## config.mk

```make
export PLATFORM = sky130hd
export DESIGN_NAME = quad_window_counter_flat
export DESIGN_NICKNAME = d
export VERILOG_FILES = /design/src/rtl/quad_window_counter_if.sv /design/src/rtl/quad_window_counter.sv /design/src/flat_wrapper.sv
export SDC_FILE = /design/constraint.sdc
export NUM_CORES = 1
export LEC_CHECK = 0
export ABC_AREA = 1
export BUFFER_PORTS_ARGS = -buffer_cell sky130_fd_sc_hd__buf_2
export CAP_MARGIN = 20
export CORE_ASPECT_RATIO = 0.6
export CORE_MARGIN = 10
export CORE_UTILIZATION = 48
export CTS_CLUSTER_SIZE = 16
export DETAILED_ROUTE_END_ITERATION = 16
export PLACE_DENSITY = 0.81
export SETUP_SLACK_MARGIN = 0.15
export SYNTH_ARGS = -nofsm -noshare
export SYNTH_HDL_FRONTEND = slang
export SYNTH_SLANG_ARGS = --single-unit
export TNS_END_PERCENT = 20
```

## constraint.sdc

```tcl
create_clock -name clk -period 2.4 [get_ports clk]
set_input_delay 0.12 -clock clk [delete_from_list [all_inputs] [get_ports clk]]
set_output_delay 0.12 -clock clk [all_outputs]
set_load 0.05 [all_outputs]
```

## src/rtl/quad_window_counter_if.sv

```systemverilog
// Encoder pins, window strobes and captured-result bus of quad_window_counter.
interface quad_window_counter_if #(
    parameter int WIDTH = 16
);
    logic                    enc_a;
    logic                    enc_b;
    logic                    load_in;
    logic                    clear_in;
    logic signed [WIDTH-1:0] count_out;
    logic                    count_valid;
    logic                    sat_out;
    logic                    err_out;

    modport master (
        output enc_a, enc_b, load_in, clear_in,
        input  count_out, count_valid, sat_out, err_out
    );

    modport slave (
        input  enc_a, enc_b, load_in, clear_in,
        output count_out, count_valid, sat_out, err_out
    );
endinterface

```

## src/rtl/quad_window_counter.sv

```systemverilog
// Quadrature window counter: sync/filter, Gray decode, saturating window accumulator, load capture.
// Optional glitch filter on each phase is compiled in with `define ENC_FILTER_EN.
module qwc_phase_in #(
    parameter int FILTER_LEN = 4
) (
    input  logic clk,
    input  logic reset,
    input  logic pin,
    output logic level
);
    logic [1:0] sync;

    always_ff @(posedge clk) begin
        if (reset) sync <= '0;
        else       sync <= {sync[0], pin};
    end

`ifdef ENC_FILTER_EN
    // A new level must differ from the accepted one for FILTER_LEN straight cycles.
    logic [3:0] cnt;
    logic       flt;

    always_ff @(posedge clk) begin
        if (reset) begin
            cnt <= '0;
            flt <= 1'b0;
        end else if (sync[1] == flt) begin
            cnt <= '0;
        end else if (cnt == 4'(FILTER_LEN - 1)) begin
            flt <= sync[1];
            cnt <= '0;
        end else begin
            cnt <= cnt + 4'd1;
        end
    end

    assign level = flt;
`else
    assign level = sync[1];
`endif
endmodule

module quad_window_counter #(
    parameter int WIDTH      = 16,
    parameter int FILTER_LEN = 4
) (
    input logic                  clk,
    input logic                  reset,
    quad_window_counter_if.slave bus
);
    localparam logic signed [WIDTH-1:0] ACC_MAX = {1'b0, {(WIDTH-1){1'b1}}};
    localparam logic signed [WIDTH-1:0] ACC_MIN = {1'b1, {(WIDTH-1){1'b0}}};
    localparam logic signed [WIDTH-1:0] ONE     = {{(WIDTH-1){1'b0}}, 1'b1};
    localparam logic signed [WIDTH-1:0] NEG_ONE = '1;

    logic [1:0]              pins;
    logic [1:0]              cur;
    logic [1:0]              prev;
    logic                    up;
    logic                    dn;
    logic                    illegal;
    logic                    sat_evt;
    logic signed [WIDTH-1:0] step_val;
    logic signed [WIDTH-1:0] acc;
    logic signed [WIDTH-1:0] acc_step;
    logic                    sat_flag;
    logic                    err_flag;
    logic signed [WIDTH-1:0] count_q;
    logic                    valid_q;
    logic                    sat_q;
    logic                    err_q;

    // Bit 1 carries phase A, bit 0 phase B.
    assign pins = {bus.enc_a, bus.enc_b};

    qwc_phase_in #(.FILTER_LEN(FILTER_LEN)) u_phase [1:0] (
        .clk   (clk),
        .reset (reset),
        .pin   (pins),
        .level (cur)
    );

    always_comb begin
        up      = 1'b0;
        dn      = 1'b0;
        illegal = 1'b0;
        case ({prev, cur})
            4'b00_01, 4'b01_11, 4'b11_10, 4'b10_00: up      = 1'b1;
            4'b01_00, 4'b11_01, 4'b10_11, 4'b00_10: dn      = 1'b1;
            4'b00_11, 4'b11_00, 4'b01_10, 4'b10_01: illegal = 1'b1;
            default: ;
        endcase
    end

    always_comb begin
        step_val = '0;
        if (up) step_val = ONE;
        if (dn) step_val = NEG_ONE;
    end

    // A step that would wrap is dropped and recorded as saturation instead.
    assign sat_evt  = (up && acc == ACC_MAX) || (dn && acc == ACC_MIN);
    assign acc_step = sat_evt ? acc : acc + step_val;

    always_ff @(posedge clk) begin
        if (reset) begin
            prev     <= 2'b00;
            acc      <= '0;
            sat_flag <= 1'b0;
            err_flag <= 1'b0;
        end else begin
            prev <= cur;
            if (bus.clear_in) begin
                acc      <= step_val;
                sat_flag <= sat_evt;
                err_flag <= illegal;
            end else begin
                acc      <= acc_step;
                sat_flag <= sat_flag | sat_evt;
                err_flag <= err_flag | illegal;
            end
        end
    end

    // Capture uses the pre-update window so load+clear reports the closing window.
    always_ff @(posedge clk) begin
        if (reset) begin
            count_q <= '0;
            valid_q <= 1'b0;
            sat_q   <= 1'b0;
            err_q   <= 1'b0;
        end else begin
            valid_q <= bus.load_in;
            if (bus.load_in) begin
                count_q <= acc;
                sat_q   <= sat_flag;
                err_q   <= err_flag;
            end
        end
    end

    assign bus.count_out   = count_q;
    assign bus.count_valid = valid_q;
    assign bus.sat_out     = sat_q;
    assign bus.err_out     = err_q;
endmodule

```

## src/flat_wrapper.sv

```systemverilog
// flat-port wrapper written by rule: the top's interface ports become plain ports
module quad_window_counter_flat 
#(
    parameter int WIDTH      = 16,
    parameter int FILTER_LEN = 4
)
  (clk, reset, bus_enc_a, bus_enc_b, bus_load_in, bus_clear_in, bus_count_out, bus_count_valid, bus_sat_out, bus_err_out);
  quad_window_counter_if #(.WIDTH(WIDTH)) bus_i ();
  input logic clk;
  input logic reset;
  input wire logic [$bits(bus_i.enc_a)-1:0] bus_enc_a;
  input wire logic [$bits(bus_i.enc_b)-1:0] bus_enc_b;
  input wire logic [$bits(bus_i.load_in)-1:0] bus_load_in;
  input wire logic [$bits(bus_i.clear_in)-1:0] bus_clear_in;
  output wire logic [$bits(bus_i.count_out)-1:0] bus_count_out;
  output wire logic [$bits(bus_i.count_valid)-1:0] bus_count_valid;
  output wire logic [$bits(bus_i.sat_out)-1:0] bus_sat_out;
  output wire logic [$bits(bus_i.err_out)-1:0] bus_err_out;
  assign bus_i.enc_a = bus_enc_a;
  assign bus_i.enc_b = bus_enc_b;
  assign bus_i.load_in = bus_load_in;
  assign bus_i.clear_in = bus_clear_in;
  assign bus_count_out = bus_i.count_out;
  assign bus_count_valid = bus_i.count_valid;
  assign bus_sat_out = bus_i.sat_out;
  assign bus_err_out = bus_i.err_out;
  quad_window_counter #(.WIDTH(WIDTH), .FILTER_LEN(FILTER_LEN)) u_core (.clk(clk), .reset(reset), .bus(bus_i));
endmodule
```

==> flow_summary_export.csv, run 1 <==
group,metric,value,unit
clock_tree,clk_latency,300,ps
final_layout,seqCellArea,873,µm²
critical_path,cp_max_fo,4,
route,vias,2864,
critical_path,critPathLaunchType,"register",
clock_tree,clkTransAtPathRegs,80,ps
place,port_buffers,24,
clock_tree,clockBufferDepth,2,
critical_path,cp_cell_sequence,"xnor2_4 > nand2_4 > inv_8 > or2_4 > ha_4 > fa_2 > nand2_2 > nand2_2 > nand3_1 > nand2_2 > nand2_1 > nand2_1 > nand2_1 > nand3_1 > a21oi_1",
place,dp_cells,505,
yosys,synth-seq-cells,43,
global_route,gr-total-overflow,0,
timing,fin_crit_sh,97.4,%
floorplan,dieArea,9010,µm²
place,dp_hpwl,5350,µm
timing,setup_violations,0,
route,ant_nets,0,
final_layout,multi_input_area,1640,µm²
clock_tree,cts_hold_buf,0,
timing,setup_ws,61.6,ps
global_route,grt_first_pass_wirelength,12300,µm
global_route,grt_max_degree,30,
worst_hold_path,hold_path_class,"input port to register",
yosys,synthAdderAreaFrac,8.29,%
place,place_congestion,0.900,
floorplan,fp.dieW,116,µm
route,drc,0,
yosys,synth_cells,420,
timing,final_hold_viol_count,0,
final_layout,nNetsFinal,488,
floorplan,die_h,77.6,µm
final_layout,antenna_cells,0,
timing,slew_viol_final,0,
floorplan,ios,25,
yosys,syn_area,2660,µm²
yosys,synth_area_per_cell,6.32,µm²
yosys,synth_mux_area_share,0,%
yosys,synth_xor_xnor_area_share,1.27,%
yosys,synth_top_family_by_area,"simple AND/OR/NAND/NOR gates",
route,viasPerCell,5.38,
timing,holdWs,19.7,ps
critical_path,cp_num_buf_inv,1,
power_and_ir_drop,power_density,522,nW/µm²
flow_run,cap_violations,0,
global_route,antenna_found_initial,0,
timing,tightest_slew,581,ps
final_layout,fin_cells,532,
route,wl,7640,µm
route,drt_iter0_markers,245,
clock_tree,root_buffer,"clkbuf_8",
power_and_ir_drop,max-vdd-ir-drop,0.000294,V
critical_path,end_kind,"register",
critical_path,critPathTopFamily,"simple AND/OR/NAND/NOR gates",
global_route,grt_pass1_vias,2576,
yosys,synth_compound_area_share,11.2,%
yosys,ys_types,28,
critical_path,arrival,2570,ps
final_layout,area_growth,20.6,%
final_layout,final_core_util,61.5,%
final_layout,drive_gt1_share,20.0,%
yosys,ys_seq_area_share,32.4,%
floorplan,rows,20,
critical_path,crit_type,"register to register",
global_route,grt_usage,16.4,%
clock_tree,cts_tree,"done",
route,drt_first_pass_iters,5,
critical_path,max_stage_delay,370,ps
yosys,yosys_warnings,0,
timing,fmax,428,MHz
floorplan,coreArea,5200,µm²
clock_tree,h-tree-depth,2,
yosys,syn-num-nets,443,
timing,finalClockSkew,2.70,ps
clock_tree,cts-buffers-inserted,5,
timing,rsz0062_at_grt,"true",
timing,slew_headroom,61.2,%
critical_path,crit_slowest_cell,"dfxtp_4",
power_and_ir_drop,leakagePower,1.66,nW
route,wl_per_cell,14.4,µm
clock_tree,clock-sinks,43,
critical_path,required,2630,ps
final_layout,n_fill_cell,498,
yosys,synthSimpleGateAreaFrac,37.0,%
outcome,outcome,"finished clean",
place,dpl_worst_slack,16.9,ps
timing,min_period,2340,ps
floorplan,start_util,51.0,%
[through the flow]
| stage | setup TNS, ps | power (mW) | instance area, µm² |
|---|---|---|---|
| floorplan | 0 | 1.09 | 2690 |
| global placement | 0 | 1.17 | 2880 |
| detailed placement | 0 | 1.18 | 2880 |
| CTS | 0 | 1.64 | 3110 |
| global route | -176 | 1.76 | 3200 |
| finish | 0 | 1.67 | 3200 |
[power by group]
| part | switching (mW) | total [mW] | internal, mW |
|---|---|---|---|
| sequential | 0.0420 | 0.796 | 0.754 |
| combinational | 0.280 | 0.428 | 0.149 |
| clock | 0.244 | 0.449 | 0.204 |
| total | 0.566 | 1.67 | 1.11 |
[path summary, 6_finish.rpt]
path / end / cells past startpoint / slack, ps / from
max: u_core.acc[14] / 15 / 60 / u_core.u_phase[0].sync[1]
min: u_core.u_phase[0].sync[0] / 3 / 20 / bus_enc_b
max reg2reg: u_core.acc[14] / 15 / 60 / u_core.u_phase[0].sync[1]
min reg2reg: u_core.u_phase[0].sync[1] / 2 / 400 / u_core.u_phase[0].sync[0]
[flip-flops by register name, indices dropped and copies added (netlist names), 2 cells and up]
name                  cells
u_core.acc               16
u_core.bus.count_out     16
u_core.prev               2
u_core.u_phase.sync       4
[cell families (layout without fill, tap and decap cells)]
| group | after synthesis | in the layout |
|---|---|---|
| adder cells (fa/ha/maj) | 17 | 17 |
| XOR/XNOR | 3 | 3 |
| buffers and inverters | 69 | 115 |
| AO/OA/AOI/OAI | 57 | 57 |
| AND/OR/NAND/NOR | 231 | 231 |
| flip-flops | 43 | 43 |
[worst register-to-register path: stages (launching register included)]
cell and delay [ps]:
dfxtp_4 370, xnor2_4 180, nand2_4 120, inv_8 40
or2_4 260, ha_4 170, fa_2 370, nand2_2 70
nand2_2 50, nand3_1 100, nand2_2 100, nand2_1 90
nand2_1 60, nand2_1 70, nand3_1 80, a21oi_1 150
[cell usage after synthesis]
cell type / instances / area [µm²]
or2_2: 2 / 12.5
nor3_1: 3 / 15.0
nor2_1: 61 / 229
a21oi_4: 1 / 16.3
nand2_4: 2 / 22.5
xnor2_2: 1 / 16.3
and2_1: 3 / 18.8
inv_2: 1 / 3.75
o21ai_0: 22 / 110
ha_1: 16 / 200
clkbuf_1: 5 / 18.8
clkinv_1: 1 / 3.75
nand4_1: 2 / 12.5
nand3_2: 3 / 30.0
buf_1: 1 / 3.75
nand3b_1: 2 / 15.0
a21oi_1: 34 / 170
nand2_2: 2 / 12.5
inv_1: 59 / 221
nand3_1: 33 / 165
dfxtp_1: 43 / 861
xnor2_1: 1 / 8.76
or2_1: 1 / 6.26
nor2_2: 2 / 12.5
buf_2: 2 / 10.0
nand2_1: 115 / 432
fa_1: 1 / 20.0
xor2_1: 1 / 8.76
[cells in the final DEF (no fill, tap or decap), types with 2 or more instances in the layout]
cell and count:
dfxtp_1 39, and2_1 2, buf_2 24, clkbuf_8 5
nand3_2 4, nand2_1 103, nand2_2 11, dfxtp_4 3
a21oi_2 2, nand3b_1 2, nor2_1 60, or2_4 2
nand3_1 32, nor3_1 3, inv_2 2, o21ai_0 22
nand2_4 5, clkbuf_1 2, nor2_2 2, a21oi_1 32
nand4_1 2, ha_1 15, inv_1 57, buf_4 21
[metal layers]
metal  up-vias  wire, µm  track usage, %
met2       131      3280            25.1
met1      1315      3500            22.9
met4         0        86            2.49
met3        12       769            4.30
met5         -         0               0
li1       1406         -               -
[layout make-up]
class | instances | share of cell area, %
clock inverter | 1 | 0.156
inverter | 61 | 7.38
timing repair buffer | 46 | 9.02
tap | 66 | 2.58
sequential | 43 | 27.3
multi-input combinational | 308 | 51.2
clock buffer | 7 | 2.38
[repair_timing]
action | 4_1_cts | 5_1_grt
hold endpoints to repair | 0 | 0
setup endpoints to repair | 6 | 13
gates resized for setup | 9 | 18
pin swaps | 9 | 15
buffers inserted | 15 | 4
Power figures use the tool's default switching activity.
==> run 2, diff against run 1 <==
--- a/config.mk
+++ b/config.mk
@@ -8,7 +8,6 @@
 export ABC_AREA = 1
 export BUFFER_PORTS_ARGS = -buffer_cell sky130_fd_sc_hd__buf_2
 export CAP_MARGIN = 20
-export CORE_ASPECT_RATIO = 0.6
 export CORE_MARGIN = 10
 export CORE_UTILIZATION = 48
 export CTS_CLUSTER_SIZE = 16
==> flow_summary_export.csv, run 2 (synthesis gave the netlist of run 1 again) <==
group,metric,value,unit
outcome,outcome,"finished clean",
global_route,gr-total-overflow,0,
floorplan,coreArea,5440,µm²
critical_path,r2r_end,"u_core.acc[4]",
clock_tree,cts_tree,"done",
route,drt_first_pass_iters,5,
route,drc,0,
timing,tns,0,ps
place,place_congestion,0.909,
critical_path,crit_type,"register to register",
floorplan,start_util,48.8,%
route,wl,7290,µm
place,dp_cells,512,
final_layout,fin_cells,531,
timing,min_period,2340,ps
flow_run,cap_violations,0,
clock_tree,clkTransAtPathRegs,80,ps
global_route,grt_pass1_vias,2407,
route,viasPerCell,5.27,
power_and_ir_drop,leakagePower,1.62,nW
worst_hold_path,min_from,"bus_enc_a",
route,ant_nets,0,
floorplan,rows,27,
final_layout,nNetsFinal,481,
timing,slew_headroom,63.0,%
route,wl_per_cell,13.7,µm
timing,final_hold_viol_count,0,
final_layout,drive_gt1_share,22.0,%
timing,fmax,427,MHz
critical_path,cp_cell_sequence,"inv_2 > nand2_2 > nand2_4 > nand2_4 > inv_8 > or2_4 > ha_4 > fa_2 > nand2_2 > nand2_2 > and2_4 > or2_4 > nand3_2 > nand2_2 > nand2_2 > a21oi_2",
worst_hold_path,hold-path-endpoint,"u_core.u_phase[1].sync[0]",
timing,rsz0062_at_grt,"true",
clock_tree,cts-buffers-inserted,5,
floorplan,fp.dieW,94.4,µm
critical_path,arrival,2530,ps
timing,setup_violations,0,
clock_tree,clk_latency,300,ps
final_layout,area_growth,22.6,%
worst_hold_path,hold_path_class,"input port to register",
timing,fin_crit_sh,97.6,%
critical_path,rr_startpoint,"u_core.prev[0]",
route,vias,2799,
critical_path,max_stage_delay,370,ps
floorplan,die_h,94.4,µm
clock_tree,clockBufferDepth,2,
route,drt_iter0_markers,256,
power_and_ir_drop,power_density,556,nW/µm²
timing,finalClockSkew,6.43,ps
critical_path,required,2590,ps
critical_path,cp_max_fo,4,
floorplan,ios,25,
final_layout,antenna_cells,0,
critical_path,crit_slowest_cell,"dfxtp_2",
clock_tree,clock-sinks,43,
global_route,antenna_found_initial,0,
floorplan,dieArea,8910,µm²
power_and_ir_drop,power.total,1.81,mW
final_layout,layout_common_cells,"102 x nand2_1, 58 x nor2_1, 57 x inv_1",
critical_path,r2r_cells,16,
critical_path,regToRegSetupSlack,60,ps
global_route,grt_first_pass_wirelength,11000,µm
power_and_ir_drop,max-vdd-ir-drop,0.000463,V
critical_path,critPathLaunchType,"register",
place,port_buffers,24,
global_route,grt_max_degree,22,
critical_path,cpMostUsedCell,"nand2_2",
timing,slew_viol_final,0,
global_route,grt_usage,15.0,%
final_layout,final_common_cell,"nand2_1",
critical_path,end_kind,"register",
worst_hold_path,hold_depth,3,
clock_tree,root_buffer,"clkbuf_8",
clock_tree,h-tree-depth,2,
place,dp_hpwl,5020,µm
timing,tightest_slew,554,ps
==> run 2: layout make-up <==
class	instances	area (µm²)
multi-input combinational	308	1710
sequential	43	866
inverter	61	236
timing repair buffer	39	233
tap	72	90.1
fill	466	2180
clock buffer	6	82.6
clock inverter	2	35.0
==> run 2: worst max path at each step <==
stage | slack (ps) | cells past startpoint | startpoint | endpoint
final | 60 | 16 | u_core.prev[0] | u_core.acc[4]
after global routing | -10 | 16 | u_core.prev[0] | u_core.acc[4]
after CTS | 130 | 13 | u_core.u_phase[0].sync[1] | u_core.acc[4]
after detailed placement | 20 | 16 | u_core.u_phase[1].sync[1] | u_core.acc[4]
after global placement | 110 | 16 | u_core.u_phase[1].sync[1] | u_core.acc[4]
after floorplan | 150 | 14 | u_core.u_phase[0].sync[1] | u_core.acc[4]
==> run 2: critical path, delay by kind of cell (launching register included) <==
kind,cells,cell delay (ps)
buffers and inverters,2,90
AND/OR/NAND/NOR,11,1190
AO/OA/AOI/OAI,1,40
adder cells (fa/ha/maj),2,530
flip-flops,1,370
==> run 2: power by group <==
part / switching, mW / internal (mW) / total [mW]
sequential: 0.0466 / 0.756 / 0.802
clock: 0.253 / 0.337 / 0.590
combinational: 0.272 / 0.147 / 0.419
==> run 2: stage by stage <==
step	hold slack (ps)	area [µm²]	utilization [%]	setup slack, ps
finish	19.7	3260	59.9	57.9
global route	8.20	3260	59.9	-14.2
CTS	19.3	3090	56.8	133
detailed placement	329	2900	53.3	21.3
global placement	322	2900	53.3	113
floorplan	189	2690	-	153
==> run 2: timing repair <==
item | 4_1_cts | 5_1_grt
resized for setup | 6 | 29
setup endpoints to repair | 6 | 12
pin swaps | 6 | 8
hold buffers | 0 | 0
buffers inserted | 7 | 4
==> run 2: metal layers <==
layer	routed length, µm	track usage [%]
met2	3490	24.5
met1	3150	19.0
met3	439	4.12
met4	199	4.18
met5	0	0
